$ cat config.mk
export PLATFORM = sky130hd
export DESIGN_NAME = twiddle_issue
export DESIGN_NICKNAME = d
export VERILOG_FILES = /design/src/rtl/twiddle_issue.sv
export SDC_FILE = /design/constraint.sdc
export NUM_CORES = 1
export LEC_CHECK = 0
export BUFFER_PORTS_ARGS = -buffer_cell sky130_fd_sc_hd__buf_4
export CAP_MARGIN = 10
export CORE_AREA = 2 2 236 238
export CTS_BUF_LIST = sky130_fd_sc_hd__clkbuf_4 sky130_fd_sc_hd__clkbuf_8
export DETAILED_ROUTE_END_ITERATION = 8
export DIE_AREA = 0 0 238 240
export GPL_TIMING_DRIVEN = 0
export PLACE_DENSITY = 0.69
export SYNTH_ARGS = -nofsm -noshare
export SYNTH_HDL_FRONTEND = slang
export SYNTH_SLANG_ARGS = --single-unit
$ cat constraint.sdc
create_clock -name clk -period 5.45 [get_ports clk]
set_input_delay 0.8175 -clock clk [delete_from_list [all_inputs] [get_ports clk]]
set_output_delay 0.8175 -clock clk [all_outputs]
set_load 0.05 [all_outputs]
$ cat src/rtl/twiddle_issue.sv
// twiddle_issue: pairs each frame sample with its stage twiddle for the complex multiplier.
// Optional TWIDDLE_CONJ_EN: issue the conjugate twiddle (d = -tw_im, saturating) for the IFFT.
module twiddle_issue #(
  parameter int LOG2N    = 4,
  parameter int MULT_LAT = 3
) (
  input  logic                    clk,
  input  logic                    rstn,
  input  logic                    tw_we,
  input  logic [LOG2N-1:0]        tw_addr,
  input  logic signed [17:0]      tw_re,
  input  logic signed [17:0]      tw_im,
  input  logic                    start,
  input  logic [3:0]              stage,
  input  logic                    s_valid,
  output logic                    s_ready,
  input  logic signed [31:0]      s_re,
  input  logic signed [31:0]      s_im,
  output logic signed [31:0]      a,
  output logic signed [31:0]      b,
  output logic signed [17:0]      c,
  output logic signed [17:0]      d,
  output logic                    op_valid,
  output logic                    res_valid,
  output logic                    busy,
  output logic                    done
);
  localparam int N = 1 << LOG2N;
  typedef enum logic [1:0] {IDLE, RUN, DRAIN} state_t;
  state_t state;
  logic [3:0] stg;
  logic [LOG2N-1:0] n, mask, k;
  logic [MULT_LAT-1:0] sr;
  logic [MULT_LAT:0] pipe;
  logic accept, last_res;
  logic signed [17:0] ram_re [N];
  logic signed [17:0] ram_im [N];
  logic signed [17:0] tw_d;
  always_comb begin
    accept = state == RUN && s_valid && s_ready;
    mask = LOG2N'((1 << stg) - 1);
    k = (n & mask) << (4'(LOG2N - 1) - stg);
    pipe = {sr, op_valid};
    // next cycle's res_valid is the only one still in flight
    last_res = state == DRAIN && pipe[MULT_LAT-1:0] == (MULT_LAT'(1) << (MULT_LAT - 1));
`ifdef TWIDDLE_CONJ_EN
    tw_d = ram_im[k] == 18'sh20000 ? 18'sh1ffff : -ram_im[k];
`else
    tw_d = ram_im[k];
`endif
  end
  assign res_valid = sr[MULT_LAT-1];
  always_ff @(posedge clk) begin
    if (tw_we && state == IDLE) begin
      ram_re[tw_addr] <= tw_re;
      ram_im[tw_addr] <= tw_im;
    end
  end
  always_ff @(posedge clk or negedge rstn) begin
    if (!rstn) begin
      state    <= IDLE;
      stg      <= '0;
      n        <= '0;
      sr       <= '0;
      s_ready  <= 1'b0;
      op_valid <= 1'b0;
      busy     <= 1'b0;
      done     <= 1'b0;
      a        <= '0;
      b        <= '0;
      c        <= '0;
      d        <= '0;
    end else begin
      sr       <= pipe[MULT_LAT-1:0];
      op_valid <= accept;
      done     <= last_res;
      if (accept) begin
        a <= s_re;
        b <= s_im;
        c <= ram_re[k];
        d <= tw_d;
        n <= n + 1'b1;
      end
      case (state)
        IDLE: begin
          if (start) begin
            state   <= RUN;
            stg     <= stage >= 4'(LOG2N) ? 4'(LOG2N - 1) : stage;
            n       <= '0;
            s_ready <= 1'b1;
            busy    <= 1'b1;
          end else busy <= 1'b0;
        end
        RUN: begin
          if (accept && n == LOG2N'(N - 1)) begin
            state   <= DRAIN;
            s_ready <= 1'b0;
          end
        end
        DRAIN: if (last_res) state <= IDLE;
        default: state <= IDLE;
      endcase
    end
  end
endmodule

==> Implementation_results.wiki, run 1 <==
{| class="wikitable"
! Metric !! Value
|-
| Result of the run || finished clean
|-
| Share of the clock period used by the worst path || 0.897
|-
| DP Area || 30100 µm²
|-
| Growth of design area from synthesis to finish || 20.7%
|-
| Worst Hold Class || in -> reg
|-
| Worst Setup Start Kind || flip-flop
|-
| Power per Cell Area || 559 nW/µm²
|-
| Initial Utilization || 0.494
|-
| Share of synthesized registers carrying an async set or reset || 0.169
|-
| Number of core rows || 86
|-
| Leading register cell type out of synthesis || sky130_fd_sc_hd__edfxtp_1
|-
| Library cell occupying the most area in the post-synthesis netlist || sky130_fd_sc_hd__edfxtp_1
|-
| Data required time at the worst endpoint || 6.05 ns
|-
| Slew at the pin closest to its max-slew limit || 1.28 ns
|-
| Ys Warns || 0
|-
| Detailed-route wire length per cell || 24.1 µm
|-
| Fillers || 4175
|-
| Most frequently used cell type in the post-synthesis netlist || sky130_fd_sc_hd__edfxtp_1
|-
| Clk network pwr share || 0.265
|-
| Fin. Hold Viols || 0
|-
| CTS Buf Count || 111
|-
| Drt via density || 5.93
|-
| Number of port buffers || 217
|-
| Time the final worst path needs with I/O delays and setup || 4.89 ns
|-
| Netlist cell types || 50
|-
| Fraction of synthesized cell area taken by the top area cell type || 0.640
|-
| Post-route total power || 0.0182 W
|-
| Flop pwr share || 0.357
|-
| Vias in the first global route || 17.8k
|-
| Fin Setup TNS || 0 ns
|-
| DIE WIDTH || 238 µm
|-
| Starting DRT DRC Count || 1587
|-
| Final Core Density || 0.597
|-
| Drt pass-1 iters || 5
|-
| Max Clk Rate || 205 MHz
|-
| Final Cell Area || 32600 µm²
|-
| Data arrival at the endpoint of the critical path || 5.49 ns
|-
| Pins over their slew limit || 0
|-
| Final net count || 2368
|-
| Core Footprint || 54700 µm²
|-
| Cells after Synth || 1893
|-
| Number of antenna violations at the first check in global routing || 1
|-
| Die height || 240 µm
|-
| Category of the most critical setup path || reg -> reg
|-
| Normalized max-slew margin || 0.136
|-
| Max capacitance violation total || 0
|-
| Most area-consuming cells after synthesis || sky130_fd_sc_hd__edfxtp_1 64%, sky130_fd_sc_hd__dfrtp_1 11%, sky130_fd_sc_hd__nand2_1 4.3%
|-
| Buffer type at the clock tree root || sky130_fd_sc_hd__clkbuf_8
|-
| Share of total power consumed by net switching || 0.401
|-
| Pin count of the biggest net entering global routing || 83
|-
| Clock transition at the registers of the reported paths || 0.06 ns
|-
| Tot GR Track Use || 0.258
|-
| Die Area || 57100 µm²
|-
| Worst hold slack after final layout || 0.315 ns
|-
| Static power due to leakage || 11.9 nW
|-
| Remaining antenna violation count after routing || 0
|-
| Overflow left after global routing || 0
|-
| # DRC || 0
|-
| TritonCTS clock tree || yes
|-
| Final estimated routing congestion in global placement || 0.850
|-
| Half-perimeter wire length after detailed placement || 49.4 mm
|-
| Worst vdd ir || 348 µV
|-
| Detailed Route WL || 73.6 mm
|-
| TritonCTS sink count || 693
|-
| Register bit count reported by yosys || 693
|-
| Clock Skew || 0.0270 ns
|-
| Critical-path maximum fanout || 10
|-
| Number of nets produced by synthesis || 2008
|-
| Number of buffers inserted by post-CTS setup repair || 0
|-
| Sequential element share of the synthesized area || 0.749
|-
| Worst Setup End Kind || flip-flop
|-
| EDFF count, synth || 576
|-
| Internal power || 0.0109 W
|-
| Count of inserted antenna diode cells || 0
|-
| List of most frequent post-synthesis cells || 576 x sky130_fd_sc_hd__edfxtp_1, 307 x sky130_fd_sc_hd__nand2_1, 169 x sky130_fd_sc_hd__nor2_1
|-
| Number of failing setup endpoints in the final timing report || 0
|-
| Total I/O pin count || 218
|-
| Total via count in the routed design || 18.1k
|-
| Count of hold-fix buffers inserted at cts || 1
|-
| Comb power frac || 0.378
|-
| Layout cell share with drive strength beyond 1 || 0.215
|-
| H-tree levels || 3
|-
| Switching Power || 0.00730 W
|-
| Global-route wire length before repair || 110 mm
|-
| Later-pin clock latency in the skew report || 0.72 ns
|-
| Mean instance size in the synthesized netlist || 14.3 µm²
|-
| Unrepaired setup endpoints after global routing || false
|-
| Clk buf depth || 3
|-
| Mapped cell area || 27000 µm²
|-
| Post_cts resized || 0
|}
[flip-flops by register name (all words and copies together), names as in the netlist, 4 cells and up]
register and flops:
c 18, stg 4, ram_re 288, a 32, n 4, d 18, ram_im 288, b 32
[layer usage]
layer | part of all wire | vias up | track usage
li1 | - | 7972 | -
met2 | 0.47 | 995 | 0.418
met4 | 0.032 | 2 | 0.0936
met3 | 0.091 | 184 | 0.0566
met5 | 0.00018 | - | 0
met1 | 0.40 | 8948 | 0.346
[power groups by stage]
stage / combinational, W / clock (W) / sequential (W)
6_report: 0.00689 / 0.00483 / 0.00651
5_1_grt: 0.00732 / 0.00510 / 0.00655
4_1_cts: 0.00685 / 0.00488 / 0.00651
3_5_place_dp: 0.00683 / 0 / 0.00661
3_3_place_gp: 0.00668 / 0 / 0.00659
2_1_floorplan: 0.00300 / 0 / 0.00789
[area by class of cell]
| class | count | area (µm²) | share of cell area |
|---|---|---|---|
| buffer | 127 | 548 | 0.0168 |
| multi-input combinational | 1071 | 6340 | 0.195 |
| timing repair buffer | 247 | 2140 | 0.0655 |
| clock inverter | 24 | 248 | 0.00760 |
| sequential | 693 | 20200 | 0.620 |
| inverter | 2 | 7.51 | 0.000230 |
| tap | 704 | 881 | 0.0270 |
| clock buffer | 185 | 2230 | 0.0683 |
[metrics by stage]
stage	setup slack (ns)	instances
6_report	0.562	3053
3_3_place_gp	-1.70	2814
3_5_place_dp	0.738	2843
4_1_cts	0.725	3053
5_1_grt	0.496	3053
2_1_floorplan	1.25	1893
[cells in the final DEF, fill, tap and decap left out, types with 7 or more instances in the layout]
master,instances
sky130_fd_sc_hd__nand2_1,307
sky130_fd_sc_hd__buf_4,221
sky130_fd_sc_hd__nor2_4,12
sky130_fd_sc_hd__o21ai_1,36
sky130_fd_sc_hd__o221ai_1,64
sky130_fd_sc_hd__o22ai_1,108
sky130_fd_sc_hd__clkbuf_4,51
sky130_fd_sc_hd__clkbuf_8,134
sky130_fd_sc_hd__buf_6,21
sky130_fd_sc_hd__buf_1,14
sky130_fd_sc_hd__clkbuf_1,86
sky130_fd_sc_hd__clkinv_2,11
sky130_fd_sc_hd__or3_1,37
sky130_fd_sc_hd__buf_16,7
sky130_fd_sc_hd__clkinv_1,7
sky130_fd_sc_hd__o21ai_0,8
sky130_fd_sc_hd__edfxtp_1,576
sky130_fd_sc_hd__buf_2,18
sky130_fd_sc_hd__nand4_1,39
sky130_fd_sc_hd__mux2i_1,72
sky130_fd_sc_hd__nor2_1,157
sky130_fd_sc_hd__dfrtp_1,117
sky130_fd_sc_hd__a211oi_1,33
sky130_fd_sc_hd__o2111ai_1,66
sky130_fd_sc_hd__and2_1,72
[worst paths after layout]
kind,start,endpoint,slack [ns],cells after the start
max,stg[1],c[3],0.56,12
min,s_re[23],a[23],0.31,3
max reg2reg,stg[1],c[3],0.56,12
min reg2reg,sr[0],sr[1],0.38,0
max in group asynchronous,rstn,c[8],4.05,3
min in group asynchronous,rstn,a[20],0.60,2
[worst max-delay path, cell delays in order, from the launching register on]
cell and delay [ns]:
sky130_fd_sc_hd__dfrtp_1 0.36, sky130_fd_sc_hd__buf_4 0.17, sky130_fd_sc_hd__clkbuf_1 0.26, sky130_fd_sc_hd__or4_1 0.57, sky130_fd_sc_hd__ha_1 0.30, sky130_fd_sc_hd__nand2b_1 0.10
sky130_fd_sc_hd__clkbuf_1 0.28, sky130_fd_sc_hd__mux2i_2 0.76, sky130_fd_sc_hd__nand2_1 0.66, sky130_fd_sc_hd__clkbuf_1 0.50, sky130_fd_sc_hd__o22ai_1 0.46, sky130_fd_sc_hd__o21ai_1 0.13
sky130_fd_sc_hd__a211oi_1 0.25
[logic make-up (layout without fill, tap and decap cells)]
group / Yosys count / after routing / synth area share
buffers and inverters: 129 / 585 / 0.0206
muxes: 74 / 74 / 0.0276
DFF: 693 / 693 / 0.749
and+or+nand+nor: 651 / 651 / 0.107
xor gates and xnor gates: 4 / 4 / 0.00130
adders and majority gates: 2 / 2 / 0.000926
AOI/OAI and AO/OA: 340 / 340 / 0.0939
Note: power is estimated with default switching activity, not from simulation.
==> run 2: changes to the inputs <==
CELL_PAD_IN_SITES_DETAIL_PLACEMENT = 1   (was unset)
CELL_PAD_IN_SITES_GLOBAL_PLACEMENT = 2   (was unset)
CORE_AREA = 2 2 251 253   (was 2 2 236 238)
DIE_AREA = 0 0 253 255   (was 0 0 238 240)
PLACE_DENSITY = 0.82   (was 0.69)
==> run 2 against run 1 <==
Compared with the run above: clock power shrank 8.1%; global-route usage shrank 0.22 points; total power shrank 1.2%; non-clock buffer count is the same; core utilization shrank 7.4 points; via count grew 0.61%; clock skew grew 0.0096 ns; design area shrank 0.44%; first-iteration DRC count shrank 3.9%; register-to-register slack gained 0.04 ns; fmax grew 0.80%; critical path depth is the same; critical path type unchanged; largest power group unchanged; highest routed layer is now met4.
==> Implementation_results.wiki, run 2 (same netlist as run 1, synthesis figures left out) <==
{| class="wikitable"
! Metric !! Value
|-
| CTS Buf Count || 113 (was 111)
|-
| Number of antenna violations at the first check in global routing || 0 (was 1)
|-
| Most frequent standard cell in the layout excluding fill and tap cells || sky130_fd_sc_hd__edfxtp_1 (unchanged)
|-
| Pins over their slew limit || 0 (unchanged)
|-
| Clock transition at the registers of the reported paths || 0.06 ns (about the same)
|-
| Slew at the pin closest to its max-slew limit || 1.04 ns (was 1.28 ns)
|-
| Clock Skew || 0.0366 ns (was 0.0270 ns)
|-
| Worst Setup End Kind || flip-flop (unchanged)
|-
| Static power due to leakage || 11.7 nW (was 11.9 nW)
|-
| Later-pin clock latency in the skew report || 0.72 ns (about the same)
|-
| Fin. Hold Viols || 0 (unchanged)
|-
| # DRC || 0 (unchanged)
|-
| Final net count || 2370 (was 2368)
|-
| Detailed-route wire length per cell || 26.2 µm (was 24.1 µm)
|-
| Worst vdd ir || 311 µV (was 348 µV)
|-
| Initial Utilization || 0.435 (was 0.494)
|-
| Starting DRT DRC Count || 1525 (was 1587)
|-
| Count of hold-fix buffers inserted at cts || 0 (was 1)
|-
| Time the final worst path needs with I/O delays and setup || 4.85 ns (was 4.89 ns)
|-
| Layout cell share with drive strength beyond 1 || 0.205 (was 0.215)
|-
| Tot GR Track Use || 0.256 (was 0.258)
|-
| Share of the clock period used by the worst path || 0.890 (was 0.897)
|-
| Remaining antenna violation count after routing || 0 (unchanged)
|-
| Final estimated routing congestion in global placement || 0.792 (was 0.850)
|-
| Number of failing setup endpoints in the final timing report || 0 (unchanged)
|-
| Pin count of the biggest net entering global routing || 65 (was 83)
|-
| Overflow left after global routing || 0 (unchanged)
|-
| Max capacitance violation total || 0 (unchanged)
|-
| H-tree levels || 3 (unchanged)
|-
| Global-route wire length before repair || 122 mm (was 110 mm)
|-
| Buffer type at the clock tree root || sky130_fd_sc_hd__clkbuf_8 (unchanged)
|-
| Data arrival at the endpoint of the critical path || 5.46 ns (was 5.49 ns)
|-
| Number of core rows || 92 (was 86)
|-
| Detailed Route WL || 82.5 mm (was 73.6 mm)
|-
| Normalized max-slew margin || 0.306 (was 0.136)
|-
| Half-perimeter wire length after detailed placement || 56.3 mm (was 49.4 mm)
|-
| Unrepaired setup endpoints after global routing || false (unchanged)
|-
| Number of buffers inserted by post-CTS setup repair || 0 (unchanged)
|-
| Drt via density || 5.78 (was 5.93)
|-
| Vias in the first global route || 19.5k (was 17.8k)
|-
| Registers with the highest flip-flop counts || ram_im (288), ram_re (288) (unchanged)
|-
| Critical-path maximum fanout || 10 (unchanged)
|-
| Power per Cell Area || 555 nW/µm² (was 559 nW/µm²)
|-
| Data required time at the worst endpoint || 6.06 ns (was 6.05 ns)
|-
| Die Area || 64500 µm² (was 57100 µm²)
|-
| Total I/O pin count || 218 (unchanged)
|-
| Total via count in the routed design || 18.2k (was 18.1k)
|-
| Core Footprint || 62200 µm² (was 54700 µm²)
|-
| DIE WIDTH || 253 µm (was 238 µm)
|-
| DP Worst Slack || 0.702 ns (was 0.738 ns)
|-
| Count of inserted antenna diode cells || 0 (unchanged)
|-
| Die height || 255 µm (was 240 µm)
|-
| TritonCTS sink count || 693 (unchanged)
|-
| Number of port buffers || 217 (unchanged)
|-
| Result of the run || finished clean (unchanged)
|-
| Max Clk Rate || 206 MHz (was 205 MHz)
|-
| Worst Setup Start Kind || flip-flop (unchanged)
|-
| Category of the most critical setup path || reg -> reg (unchanged)
|-
| Setup WS post-layout || 0.600 ns (was 0.562 ns)
|-
| TritonCTS clock tree || yes (unchanged)
|-
| Clk buf depth || 3 (unchanged)
|-
| Growth of design area from synthesis to finish || 20.2% (was 20.7%)
|-
| Drt pass-1 iters || 7 (was 5)
|-
| Post_cts resized || 0 (unchanged)
|-
| Most frequent cells in the layout || 576 x sky130_fd_sc_hd__edfxtp_1, 307 x sky130_fd_sc_hd__nand2_1, 224 x sky130_fd_sc_hd__buf_4 (was 576 x sky130_fd_sc_hd__edfxtp_1, 307 x sky130_fd_sc_hd__nand2_1, 221 x sky130_fd_sc_hd__buf_4)
|-
| Worst Hold Class || in -> async (was in -> reg)
|-
| Worst hold slack after final layout || 0.101 ns (was 0.315 ns)
|}
[run 2: changes by cell type in the layout (fill, tap and decap cells not counted), sizes merged]
| cell | before | now |
|---|---|---|
| bufinv | 5 | 0 |
| clkinv | 18 | 44 |
| clkinvlp | 0 | 2 |
| dlygate4sd3 | 1 | 0 |
| inv | 3 | 4 |
| clkbuf | 271 | 251 |
| buf | 287 | 288 |
[run 2: worst paths after layout]
path	slack (ns)	from	endpoint	depth (start not counted)
worst min-delay path	0.10	rstn	b[20]	1
min in group clk	0.29	s_im[24]	b[24]	3
worst max-delay path	0.60	stg[1]	d[10]	12
worst min register to register	0.38	sr[1]	sr[2]	0
max in group asynchronous	4.54	rstn	c[15]	2
worst max register to register	0.60	stg[1]	d[10]	12
[run 2: worst max-delay path, stage by stage, from the launching register on]
cell and delay, ns:
sky130_fd_sc_hd__dfrtp_1 0.36, sky130_fd_sc_hd__buf_4 0.18, sky130_fd_sc_hd__clkbuf_1 0.27, sky130_fd_sc_hd__or4_1 0.57
sky130_fd_sc_hd__ha_1 0.31, sky130_fd_sc_hd__nand2b_1 0.11, sky130_fd_sc_hd__clkbuf_1 0.32, sky130_fd_sc_hd__mux2i_2 0.72
sky130_fd_sc_hd__nand2_1 0.58, sky130_fd_sc_hd__clkbuf_1 0.54, sky130_fd_sc_hd__o22ai_1 0.36, sky130_fd_sc_hd__o21ai_1 0.14
sky130_fd_sc_hd__a211oi_1 0.28
[run 2: final cells by class]
type                    count  area [µm²]
flip-flops and latches    693       20200
plain buffers             127         548
fillers                  6185       29700
clock buffers             165        1980
inverters                   2        7.51
multi-input cells        1071        6340
clock inverters            48         239
repair buffers            247        2130
well taps                 799        1000
[run 2: report_power, final]
group / total, W / switching [W] / internal [W] / leakage [nW]
Clock: 0.00444 / 0.00210 / 0.00234 / 1.18
Combinational: 0.00707 / 0.00515 / 0.00192 / 3.98
Sequential: 0.00650 / 0.000298 / 0.00620 / 6.59
Total: 0.0180 / 0.00755 / 0.0105 / 11.7
[run 2: layer usage]
metal  part of all wire  track usage  routed length [µm]
met1               0.40        0.325               33200
met2               0.49        0.438               40600
met3              0.074       0.0480                6150
met4              0.031       0.0987                2560
met5                  0            0                   0
[run 2: stage by stage]
step | util | TNS, ns | area (µm²) | total power [W] | cells
after floorplan | - | 0 | 27000 | 0.0109 | 1893
after global placement | 0.477 | -222.22 | 29600 | 0.0134 | 2909
after detailed placement | 0.487 | 0 | 30200 | 0.0137 | 2938
after CTS | 0.522 | 0 | 32500 | 0.0181 | 3151
after global routing | 0.522 | 0 | 32500 | 0.0188 | 3152
final | 0.522 | 0 | 32500 | 0.0180 | 3152
==> run 3: changes to the inputs <==
BUFFER_PORTS_ARGS = -buffer_cell sky130_fd_sc_hd__buf_2   (was -buffer_cell sky130_fd_sc_hd__buf_4)
==> run 3 against run 2 <==
Compared with the run above: total power grew 0.51%; highest routed layer is now met5; hold slack lost 0.068 ns; largest cell class unchanged; core utilization shrank 0.59 points.
==> Implementation_results.wiki, run 3 (same netlist as run 1, synthesis figures left out) <==
{| class="wikitable"
! Metric !! Value
|-
| Global-route wire length before repair || 123 mm (was 122 mm)
|-
| Unrepaired setup endpoints after global routing || false (unchanged)
|-
| Drt via density || 5.77 (was 5.78)
|-
| Die height || 255 µm (unchanged)
|-
| CTS Buf Count || 113 (unchanged)
|-
| Pins over their slew limit || 0 (unchanged)
|-
| Fin. Hold Viols || 0 (unchanged)
|-
| Category of the most critical setup path || reg -> reg (unchanged)
|-
| Most frequent cells in the layout || 576 x sky130_fd_sc_hd__edfxtp_1, 307 x sky130_fd_sc_hd__nand2_1, 234 x sky130_fd_sc_hd__buf_2 (was 576 x sky130_fd_sc_hd__edfxtp_1, 307 x sky130_fd_sc_hd__nand2_1, 224 x sky130_fd_sc_hd__buf_4)
|-
| TritonCTS clock tree || yes (unchanged)
|-
| Clock transition at the registers of the reported paths || 0.06 ns (about the same)
|-
| H-tree levels || 3 (unchanged)
|-
| Core Footprint || 62200 µm² (unchanged)
|-
| Final estimated routing congestion in global placement || 0.790 (was 0.792)
|-
| Detailed Route WL || 83.2 mm (was 82.5 mm)
|-
| Total via count in the routed design || 18.2k (about the same)
|-
| Half-perimeter wire length after detailed placement || 56.1 mm (was 56.3 mm)
|-
| Worst Setup End Kind || flip-flop (unchanged)
|-
| DP Area || 29700 µm² (was 30200 µm²)
|-
| Number of core rows || 92 (unchanged)
|-
| Layout cell share with drive strength beyond 1 || 0.213 (was 0.205)
|-
| Origin of the critical flop-to-flop path || stg[1] (unchanged)
|-
| Registers with the highest flip-flop counts || ram_im (288), ram_re (288) (unchanged)
|-
| Worst vdd ir || 277 µV (was 311 µV)
|-
| Static power due to leakage || 11.7 nW (about the same)
|-
| DP Worst Slack || 0.704 ns (was 0.702 ns)
|-
| Setup WS post-layout || 0.514 ns (was 0.600 ns)
|-
| DIE WIDTH || 253 µm (unchanged)
|-
| Critical path's slowest cell || sky130_fd_sc_hd__mux2i_2 (unchanged)
|-
| Later-pin clock latency in the skew report || 0.74 ns (was 0.72 ns)
|-
| # DRC || 0 (unchanged)
|-
| Worst-path cell chain || buf_4 -> clkbuf_1 -> or4_1 -> ha_1 -> nand2b_1 -> clkbuf_1 -> mux2i_2 -> nand2_1 -> clkbuf_1 -> o22ai_1 -> o21ai_1 -> a211oi_1 (unchanged)
|-
| Final Cell Area || 32100 µm² (was 32500 µm²)
|-
| Worst hold slack after final layout || 0.0329 ns (was 0.101 ns)
|-
| Count of hold-fix buffers inserted at cts || 0 (unchanged)
|-
| Worst Setup Start Kind || flip-flop (unchanged)
|-
| Pin count of the biggest net entering global routing || 79 (was 65)
|-
| Number of failing setup endpoints in the final timing report || 0 (unchanged)
|-
| Data arrival at the endpoint of the critical path || 5.58 ns (was 5.46 ns)
|-
| Overflow left after global routing || 0 (unchanged)
|-
| Most frequent standard cell in the layout excluding fill and tap cells || sky130_fd_sc_hd__edfxtp_1 (unchanged)
|-
| Post_cts resized || 0 (unchanged)
|-
| Time the final worst path needs with I/O delays and setup || 4.94 ns (was 4.85 ns)
|-
| Detailed-route wire length per cell || 26.3 µm (was 26.2 µm)
|-
| Die Area || 64500 µm² (unchanged)
|-
| Critical path's largest stage delay || 0.77 ns (was 0.72 ns)
|-
| Normalized max-slew margin || 0.257 (was 0.306)
|-
| Final net count || 2370 (unchanged)
|-
| Number of antenna violations at the first check in global routing || 3 (was 0)
|-
| Total I/O pin count || 218 (unchanged)
|-
| Max Clk Rate || 203 MHz (was 206 MHz)
|-
| Result of the run || finished clean (unchanged)
|-
| Buffer type at the clock tree root || sky130_fd_sc_hd__clkbuf_8 (unchanged)
|-
| Final Core Density || 0.517 (was 0.522)
|-
| Worst Hold Class || in -> async (unchanged)
|-
| Number of port buffers || 217 (unchanged)
|-
| Vias in the first global route || 19.5k (about the same)
|-
| Power per Cell Area || 564 nW/µm² (was 555 nW/µm²)
|-
| Initial Utilization || 0.435 (unchanged)
|-
| Number of buffers inserted by post-CTS setup repair || 0 (unchanged)
|-
| Crit path launch || stg[1] (unchanged)
|-
| Remaining antenna violation count after routing || 0 (unchanged)
|-
| TritonCTS sink count || 693 (unchanged)
|-
| Tot GR Track Use || 0.258 (was 0.256)
|-
| Fin Setup TNS || 0 ns (unchanged)
|-
| Clock Skew || 0.0357 ns (was 0.0366 ns)
|-
| Starting DRT DRC Count || 1581 (was 1525)
|-
| Clk buf depth || 3 (unchanged)
|-
| Growth of design area from synthesis to finish || 18.9% (was 20.2%)
|-
| Cell seen most often among critical-path stages || sky130_fd_sc_hd__clkbuf_1 (unchanged)
|-
| Critical-path maximum fanout || 10 (unchanged)
|-
| Slew at the pin closest to its max-slew limit || 1.11 ns (was 1.04 ns)
|-
| Drt pass-1 iters || 5 (was 7)
|-
| Max capacitance violation total || 0 (unchanged)
|-
| Data required time at the worst endpoint || 6.09 ns (was 6.06 ns)
|-
| Share of the clock period used by the worst path || 0.906 (was 0.890)
|}
==> run 3: changes by cell type in the layout (fill, tap and decap cells not counted), sizes merged <==
| cell | before | now |
|---|---|---|
| bufinv | 0 | 3 |
| clkinv | 44 | 29 |
| inv | 4 | 2 |
| diode | 0 | 1 |
| clkbuf | 251 | 268 |
==> run 3: cell type report <==
type / count / area (µm²)
multi-input cells: 1071 / 6340
inverters: 2 / 7.51
flip-flops and latches: 693 / 20200
fillers: 6216 / 30100
clock inverters: 34 / 244
diodes: 1 / 2.50
well taps: 799 / 1000
plain buffers: 127 / 548
repair buffers: 247 / 1560
clock buffers: 182 / 2170
==> run 3: report_power, final <==
part           internal (W)  switching (W)
clock               0.00266        0.00211
combinational       0.00167        0.00518
sequential          0.00620       0.000280
total                0.0105        0.00757
==> run 3: routing by layer <==
metal	track usage	vias up	wire [µm]
li1	-	7986	-
met3	0.0531	164	5850
met4	0.0992	4	2540
met1	0.326	9331	33800
met5	0	-	21
met2	0.441	717	40900
==> run 3: stage by stage <==
step / cells / power (W)
CTS: 3155 / 0.0182
detailed placement: 2939 / 0.0134
floorplan: 1893 / 0.0109
global placement: 2909 / 0.0131
finish: 3156 / 0.0181
global route: 3156 / 0.0189
==> run 3: critical path, delay by kind of cell (launching register included) <==
| kind | cells | cell delay (ns) |
|---|---|---|
| multiplexers | 1 | 0.77 |
| flip-flops | 1 | 0.36 |
| AND/OR/NAND/NOR | 3 | 1.26 |
| AO/OA/AOI/OAI | 3 | 0.92 |
| buffers and inverters | 4 | 1.22 |
| adder cells (fa/ha/maj) | 1 | 0.30 |
==> run 3: path summary, 6_finish.rpt <==
path                       cells after the start    end  slack [ns]
min                                            1  b[21]        0.03
max                                           12   c[3]        0.51
min reg2reg                                    0  sr[2]        0.36
max reg2reg                                   12   c[3]        0.51
min in group clk                               3  b[28]        0.28
max in group asynchronous                      2  c[15]        4.60
